**src/rtl/core_mem_responder_pkg.sv**
```systemverilog
// Shared widths, request codes and FSM states for the core memory responder.
// Imported by the responder top and its round-robin arbiter.
package core_mem_responder_pkg;

    localparam int DEF_NUM_OF_CORES = 16;
    localparam int DEF_REG_SIZE     = 8;
    localparam int DEF_ADDR_SIZE    = 8;
    localparam int DEF_ENABLE_SIZE  = 2;

    localparam logic [1:0] EN_IDLE      = 2'b00;
    localparam logic [1:0] EN_READ      = 2'b01;
    localparam logic [1:0] EN_WRITE     = 2'b10;
    localparam logic [1:0] EN_WRITE_ALT = 2'b11;

    typedef enum logic {
        ST_GRANT,
        ST_RESP
    } state_t;

    function automatic int idx_width(input int n);
        return (n > 1) ? $clog2(n) : 1;
    endfunction

endpackage

```
**src/rtl/rr_arbiter.sv**
```systemverilog
// Combinational round-robin arbiter: first requester at or after ptr,
// searching upward with wrap-around.
module rr_arbiter
    import core_mem_responder_pkg::*;
#(
    parameter int N     = DEF_NUM_OF_CORES,
    parameter int IDX_W = idx_width(N)
) (
    input  logic [N-1:0]     req,
    input  logic [IDX_W-1:0] ptr,
    output logic [N-1:0]     grant,
    output logic [IDX_W-1:0] idx,
    output logic             valid
);

    logic [IDX_W:0] pos;

    always_comb begin
        grant = '0;
        idx   = '0;
        valid = 1'b0;
        pos   = '0;
        for (int i = 0; i < N; i++) begin
            pos = {1'b0, ptr} + (IDX_W+1)'(i);
            if (pos >= (IDX_W+1)'(N)) begin
                pos = pos - (IDX_W+1)'(N);
            end
            if (!valid && req[pos[IDX_W-1:0]]) begin
                valid = 1'b1;
                idx   = pos[IDX_W-1:0];
            end
        end
        grant[idx] = valid;
    end

endmodule

```
**src/rtl/core_mem_responder.sv**
```systemverilog
// Shares one synchronous RAM among NUM_OF_CORES core ports.
// One access per GRANT/RESP pair, arbitrated round-robin.
module core_mem_responder
    import core_mem_responder_pkg::*;
#(
    parameter int NUM_OF_CORES = DEF_NUM_OF_CORES,
    parameter int REG_SIZE     = DEF_REG_SIZE,
    parameter int ADDR_SIZE    = DEF_ADDR_SIZE,
    parameter int ENABLE_SIZE  = DEF_ENABLE_SIZE
) (
    input  logic                              clk,
    input  logic                              reset,
    input  logic [NUM_OF_CORES*ENABLE_SIZE-1:0] enable,
    input  logic [NUM_OF_CORES*ADDR_SIZE-1:0] addr,
    input  logic [NUM_OF_CORES*REG_SIZE-1:0]  wr_data,
    output logic [NUM_OF_CORES*REG_SIZE-1:0]  rd_data,
    output logic [NUM_OF_CORES-1:0]           ready,
    input  logic                              hold,
    output logic                              ram_we,
    output logic                              ram_re,
    output logic [ADDR_SIZE-1:0]              ram_addr,
    output logic [REG_SIZE-1:0]               ram_wdata,
    input  logic [REG_SIZE-1:0]               ram_rdata
);

    localparam int N     = NUM_OF_CORES;
    localparam int ES    = ENABLE_SIZE;
    localparam int IDX_W = idx_width(N);

    state_t state_q, state_d;

    logic [IDX_W-1:0] ptr_q, ptr_d;
    logic [IDX_W-1:0] win_q;
    logic [N-1:0]     win_oh_q;
    logic             win_rd_q;

    logic [N-1:0]     req;
    logic [N-1:0]     gnt_oh;
    logic [IDX_W-1:0] gnt_idx;
    logic             gnt_vld;
    logic             fire;

    logic [ES-1:0]        gnt_code;
    logic [ADDR_SIZE-1:0] gnt_addr;
    logic [REG_SIZE-1:0]  gnt_wdata;
    logic                 gnt_rd;

    always_comb begin
        req = '0;
        for (int i = 0; i < N; i++) begin
            req[i] = |enable[i*ES +: ES];
        end
    end

    rr_arbiter #(
        .N     (N),
        .IDX_W (IDX_W)
    ) u_rr_arbiter (
        .req   (req),
        .ptr   (ptr_q),
        .grant (gnt_oh),
        .idx   (gnt_idx),
        .valid (gnt_vld)
    );

    assign gnt_code  = enable[gnt_idx*ES +: ES];
    assign gnt_addr  = addr[gnt_idx*ADDR_SIZE +: ADDR_SIZE];
    assign gnt_wdata = wr_data[gnt_idx*REG_SIZE +: REG_SIZE];
    assign gnt_rd    = (gnt_code == ES'(EN_READ));

    always_comb begin
        state_d   = state_q;
        ptr_d     = ptr_q;
        fire      = 1'b0;
        ram_we    = 1'b0;
        ram_re    = 1'b0;
        ram_addr  = '0;
        ram_wdata = '0;
        ready     = '0;
        rd_data   = '0;

        unique case (state_q)
            ST_GRANT: begin
                if (!hold && gnt_vld) begin
                    fire      = 1'b1;
                    ram_addr  = gnt_addr;
                    ram_wdata = gnt_wdata;
                    ram_re    = gnt_rd;
                    ram_we    = !gnt_rd;
                    state_d   = ST_RESP;
                    ptr_d     = (gnt_idx == IDX_W'(N-1))
                              ? '0 : gnt_idx + 1'b1;
                end
            end
            ST_RESP: begin
                ready = win_oh_q;
                if (win_rd_q) begin
                    rd_data[win_q*REG_SIZE +: REG_SIZE] = ram_rdata;
                end
                state_d = ST_GRANT;
            end
            default: state_d = ST_GRANT;
        endcase

        // Reset squashes the response in flight; a strobed write still lands.
        if (reset) begin
            fire      = 1'b0;
            ram_we    = 1'b0;
            ram_re    = 1'b0;
            ram_addr  = '0;
            ram_wdata = '0;
            ready     = '0;
            rd_data   = '0;
        end
    end

    always_ff @(posedge clk) begin
        if (reset) begin
            state_q  <= ST_GRANT;
            ptr_q    <= '0;
            win_q    <= '0;
            win_oh_q <= '0;
            win_rd_q <= 1'b0;
        end else begin
            state_q <= state_d;
            ptr_q   <= ptr_d;
            if (fire) begin
                win_q    <= gnt_idx;
                win_oh_q <= gnt_oh;
                win_rd_q <= gnt_rd;
            end
        end
    end

endmodule

```
**config.mk**
```make
export PLATFORM = sky130hd
export DESIGN_NAME = core_mem_responder
export DESIGN_NICKNAME = d
export VERILOG_FILES = /design/src/rtl/core_mem_responder_pkg.sv /design/src/rtl/rr_arbiter.sv /design/src/rtl/core_mem_responder.sv
export SDC_FILE = /design/constraint.sdc
export NUM_CORES = 1
export LEC_CHECK = 0
export BUFFER_PORTS_ARGS = -buffer_cell sky130_fd_sc_hd__buf_4
export CAP_MARGIN = 20
export CORE_AREA = 2 2 178 180
export CTS_BUF_LIST = sky130_fd_sc_hd__clkbuf_8 sky130_fd_sc_hd__clkbuf_16
export DETAILED_ROUTE_END_ITERATION = 7
export DIE_AREA = 0 0 180 182
export MAX_ROUTING_LAYER = met4
export PLACE_DENSITY = 0.52
export SLEW_MARGIN = 30
export SYNTH_ARGS = -nofsm -noshare
export SYNTH_HDL_FRONTEND = slang
export SYNTH_SLANG_ARGS = --single-unit
export TNS_END_PERCENT = 50
```
**constraint.sdc**
```tcl
create_clock -name clk -period 5.8 [get_ports clk]
set_input_delay 1.16 -clock clk [delete_from_list [all_inputs] [get_ports clk]]
set_output_delay 1.16 -clock clk [all_outputs]
set_load 0.005 [all_outputs]
```
Word-level counts from Yosys, hierarchy flattened
Index checks and enable logic that the tools add are counted. W data, S select, Z words.

Bits in registers: 26. Input bits: 299. Output and inout port bits: 162. Word-level logic and storage cells: 237.

$add $sub $neg: 33. $lt $le $gt $ge: 34. Equality and inequality tests: 2. Shift-type cells: 5. Multiplexer cells: 104. Bitwise operators: 3. Reduce and logical (&&, ||, !) cells: 51.

Operators by type and width (count): $mux W128 (3); $shiftx A128 B8 Y8 (2); $mux W4 (33); $and A128 B128 Y128 (1); $shift A8 B34 Y128 const A (1); $shiftx A8 B34 Y128 (1); $lt A4 B5 Y1 const B (17); $ge A5 B5 Y1 const B (15); $bmux W1 S4 (16); $sub A4 B1 Y4 const B (16); $mux W8 (6); $mux W1 (42); $add A4 B4 Y5 const B (8); $neg A7 Y34 (1); $mux W16 (2); $reduce_or A2 Y1 (16); $shiftx A32 B6 Y2 (1); $add A4 B3 Y5 const B (4); $logic_and A1 B1 Y1 (17); $logic_not A1 Y1 (17); $and A16 B16 Y16 (1); $add A4 B2 Y5 const B (2); $add A4 B1 Y5 const B (1); $ge A4 B5 Y1 const B (1); other kinds (8) (8).

Depth between registers and ports, before layout
Depth after elaboration: 56. Gate-level depth with buffers: 29. Depth with buffers taken out: 17.

Modules after synthesis
From an unflattened synthesis, not the netlist that was laid out.

Cells, all modules: 779. Area total of the unflattened synthesis: 7075.5 um^2.

By module, submodules not included: core_mem_responder (instances 1, cells each 481, area each 4440.5 um^2, seq. area each 520.5 um^2); rr_arbiter (instances 1, cells each 298, area each 2635.0 um^2, seq. area each 0.0 um^2).

Least setup slack after synthesis
OpenSTA, ideal clock, no wires.

Path type: register to output. Start: register ptr_q[0]. End: output ram_addr[0]. Arrival: 5137 ps. Required time: 4640 ps. Slack: -497 ps. Stages on the path, launching flop included: 21. Buffers on the path: 9. Path through: dfxtp_1 buf_2 buf_2 buf_2 buf_2 inv_1 ha_1 buf_2 inv_1 clkbuf_1 mux4_2 mux2i_4 nand3_2 or2_1 buf_6 a211o_1 o21ai_1 clkbuf_1 clkbuf_1 mux2_2 o2111a_1.

Word-level cells in the longest chain between the ends: 54. Elaborated cells on any way between the ends: 162. Those cells by class: add/sub: 31; order compare: 16; shift: 1; mux: 83; reduce/logical: 31.

RTL lines: start, declared (line core_mem_responder.sv:32) `logic [IDX_W-1:0] ptr_q, ptr_d;`; start signal, assigned (line core_mem_responder.sv:126) `ptr_q <= ptr_d;`; parallel branches: the longest is 51 deep, another holds $add A4 B1 Y5; $mux W8 (*) (line core_mem_responder.sv:84) `if (!hold && gnt_vld) begin`; $mux W8 (*) (line core_mem_responder.sv:82) `unique case (state_q)`; $mux W8 (*) (line core_mem_responder.sv:106) `if (reset) begin`; end, declared (line core_mem_responder.sv:21) `output logic [ADDR_SIZE-1:0] ram_addr,`.

Mark *: on every way between the ends. The select of a mux whose other input is x is not followed.

Worst setup path after layout
Start: input enable[13]. End: output ram_wdata[1].

Word-level cells in the longest chain between the ends: 53. Elaborated cells on any way between the ends: 100. Those cells by class: shift: 1; mux: 67; reduce/logical: 32.

RTL lines: start, declared (line core_mem_responder.sv:13) `input logic [NUM_OF_CORES*ENABLE_SIZE-1:0] enable,`; $reduce_or A2 Y1 (*) (line core_mem_responder.sv:51) `req[i] = |enable[i*ES +: ES];`; $bmux W1 S4 (line rr_arbiter.sv:28) `if (!valid && req[pos[IDX_W-1:0]]) begin`; $mux W1 (not written as such) (line rr_arbiter.sv:28); $mux W1 (line rr_arbiter.sv:28); $logic_not A1 Y1 (line rr_arbiter.sv:28); $logic_and A1 B1 Y1 (line rr_arbiter.sv:28); $mux W1 (line rr_arbiter.sv:28); $logic_not A1 Y1 (line rr_arbiter.sv:28); [... 37 more ...]; $mux W1 (line rr_arbiter.sv:28); $logic_not A1 Y1 (line rr_arbiter.sv:28); $logic_and A1 B1 Y1 (line rr_arbiter.sv:28); $mux W4 or $mux W1 (tied branches) (line rr_arbiter.sv:28); $shiftx A128 B8 Y8 or $logic_and A1 B1 Y1 (tied branches) (line core_mem_responder.sv:68, core_mem_responder.sv:84); $mux W8 (*) (line core_mem_responder.sv:84); $mux W8 (*) (line core_mem_responder.sv:82); $mux W8 (*) (line core_mem_responder.sv:106); end, declared (line core_mem_responder.sv:22) `output logic [REG_SIZE-1:0] ram_wdata,`.

Every way passes the cells marked *; elsewhere a longest branch is shown, timed or not. The select of a mux whose other input is x is not followed.

==> metrics.yaml <==
post_drt_wl_per_cell_um: 20.78
cts.clk_slew.worst_paths_ns: 0.07
whs_path_depth: 2
seq_area_frac_synth_pct: 6.682
grt_overflow: 0
power.leakage_nw: 6.936
instances_no_fill: 2236
power.switching_w: 0.003710
worstReg2RegEnd: "win_rd_q"
p_seq_share_pct: 3.1
cts-htree-levels: 1
yosys.area.top_type: "mux2i_1"
synthTopCellsByArea: "mux2i_1, nand2_1, nor2_1"
clk_latency_ns: 0.26
ir_worst_vdd_uv: 232.0
yosys_warnings: 0
async_flop_share_pct: 0
crit_path_end_kind: "primary output"
wirelength_mm: 46.46
critical_path.max_fanout: 7
io_buffers: 460
rsz0062_at_grt: "true"
hold_buffers: 0
power_w: 0.007655
period_minus_slack_ns: 6.389
start_util_pct: 25.14
start_kind: "primary input"
drt-initial-drc-count: 729
failed_checks: "negative setup slack"
worstReg2RegStart: "ptr_q[1]"
finalClockSkew_ns: 0.003899
setup_tns_ns: -9.755
first_global_vias: 11440
crit_type: "in2out"
status: "finished with violations"
cts_buffers: 3
post_drt_via_cell_ratio: 5.195
die-area_mm2: 0.03276
synth-edff-count: 0
postLayoutSetupSlackWorst_ns: -0.5895
cp.arrival_ns: 5.23
dr.pass1.iters: 7
antenna_found_initial: 6
place.detailed.hpwl_mm: 39.16
ys_ff_latch: 26
track_usage_pct: 27.44
cts.path.max_buffers: 2
r2r_slack_ns: 0.97
pwr-share-comb_pct: 94.3
coreArea_mm2: 0.03099
synth-main-ff-cell: "dfxtp_1"
synth.distinct_cells: 90
syn-cell-area_mm2: 0.007790
cts_sinks: 26
holdPathEnd: "win_oh_q[8]"
grt_max_degree: 38
synthesis.nets: 1454
postSynthAreaPerCell_um2: 6.821
hold_path.class: "reg2reg"
root_buffer: "clkbuf_16"
vias: 11620
cts_tree: "built"
period_share_pct: 110.2
finalHoldViolCount: 0
place_inst: 2199
grt_pass1_wl_mm: 68.58
final_util_pct: 47.63
reg2regPathDepth: 22
hold_start: "win_oh_q[8]"
num_io_pins: 461
drive_gt1_share_pct: 49.51
die_w_um: 180
power_density_mw_per_mm2: 518.7
drv_slew: 0
max_cap_violations: 0
internal_power_w: 0.003945
required_ns: 4.64
synth_cells: 1142
die_h_um: 182
slew_headroom_pct: 44.28
rows: 65
sw_frac_of_total_pct: 48.46
yosysTopAreaCellShare_pct: 13.88
antenna_left: 0
clock.fmax_mhz: 156.5
syn_to_final_growth_pct: 89.46
worstMarginPinSlew_ns: 0.8298
nets: 2141
drc: 0
globalplace.congestion: 1.015
clkPwrFrac_pct: 2.7
final-setup-viol-count: 18
==> metal layers <==
metal  track usage, %  wire (um)  vias to the layer above
met2            48.51      23440                      496
met5                -          0                        -
li1                 -          -                     5586
met4            8.846       1566                        0
met1            32.60      18940                     5465
met3            2.848       2507                       70
==> flip-flops by register name, summed over array words and instances, names as in the netlist <==
register	cells
ptr_q	4
state_q	1
win_q	4
win_rd_q	1
win_oh_q	16
==> cell families (layout without fill, tap and decap cells) <==
kind of cell	after synthesis	after routing	share of synthesized area (%)
xor gates and xnor gates	19	19	2.136
muxes	147	147	22.29
other	0	6	0
DFF	26	26	6.682
AOI/OAI and AO/OA	219	219	21.33
buffers and inverters	104	790	6.264
adders and majority gates	13	13	2.088
and+or+nand+nor	614	614	39.21
==> worst max-delay path, cell delays in order <==
cell and delay, ns:
buf_4 0.13, buf_4 0.13, or2_2 0.28, mux4_2 0.55, o2bb2ai_4 0.18, nor3b_4 0.27
nand3_4 0.14, or2_4 0.28, o32a_1 0.39, o21ai_4 0.10, and2_4 0.23, clkinv_8 0.10
buf_12 0.16, buf_4 0.15, mux2i_1 0.13, mux2i_1 0.11, mux2_4 0.27, o2111a_1 0.28
buf_4 0.15
==> metrics by stage <==
step	area [um2]	worst slack [ns]	hold WS [ns]
after global placement	13690	-0.8395	0.4578
after detailed placement	13690	-0.8314	0.4736
after CTS	14470	-0.5395	0.4898
after global routing	14760	-0.7016	0.5073
after floorplan	7845	0.0003331	0.4461
final	14760	-0.5895	0.4813
==> cell usage after synthesis, types with 8 or more instances <==
library cell and number:
dfxtp_1 26, mux4_2 18, nand4_1 9, xnor2_1 12, nand3_1 22, nor4b_1 8, o21ai_1 11, a2111oi_0 9
nor3b_1 15, o211ai_1 8, nand2_1 178, a21oi_1 28, clkbuf_1 39, o2111a_1 14, ha_1 13, inv_1 23
o21ai_0 27, a22oi_1 14, nor3_1 19, nand2b_1 8, or2_2 17, a211oi_1 12, nor4_1 32, and3_1 33
and2_1 88, a41oi_1 16, buf_2 25, mux2_2 19, nor2_1 154, mux2i_1 108
==> placed cells by master, fill, tap and decap left out, types with 10 or more instances in the layout <==
master / n
a211oi_1: 11
a21oi_1: 25
a22oi_1: 13
a41oi_1: 15
and2_1: 85
and3_1: 32
buf_12: 20
buf_4: 708
buf_6: 24
dfxtp_1: 25
ha_1: 13
inv_1: 23
mux2_2: 10
mux2i_1: 94
mux2i_4: 10
mux4_2: 18
nand2_1: 178
nand3_1: 21
nor2_1: 152
nor3_1: 17
nor3b_1: 11
nor4_1: 26
o2111a_1: 14
o21ai_0: 25
o21ai_1: 10
or2_4: 10
xnor2_1: 12
==> layout make-up <==
class | count | area [um2]
inverter | 26 | 110.1
antenna | 6 | 15.01
clock inverter | 1 | 30.03
timing repair buffer | 760 | 6153
fill | 3184 | 16230
clock buffer | 3 | 75.07
sequential | 26 | 521.8
tap | 402 | 503.0
multi-input combinational | 1012 | 7351
==> worst max-delay path by stage <==
stage	start	slack (ns)	end
after floorplan	ptr_q[0]	0.0003	ram_addr[0]
after global placement	enable[10]	-0.84	ram_addr[5]
after global routing	enable[8]	-0.70	ram_wdata[2]
final	enable[13]	-0.59	ram_wdata[1]
after detailed placement	enable[29]	-0.83	ram_addr[5]
after CTS	enable[10]	-0.54	ram_addr[5]
==> power by group through the flow <==
stage | clock (W) | combinational, W | sequential (W)
finish | 0.000203 | 0.00722 | 0.000234
global route | 0.000214 | 0.00768 | 0.000237
CTS | 0.000209 | 0.00694 | 0.000233
detailed placement | 0 | 0.00633 | 0.000237
global placement | 0 | 0.00633 | 0.000237
floorplan | 0 | 0.00333 | 0.000228
==> repair_timing <==
item | in CTS | in global routing
buffers inserted | 17 | 8
gates cloned | 2 | 1
pin swaps | 20 | 22
resized for setup | 107 | 44
hold endpoints to repair | 0 | 0
endpoints found under the setup margin | 18 | 18
No activity file was read; power rests on OpenSTA's default activity.
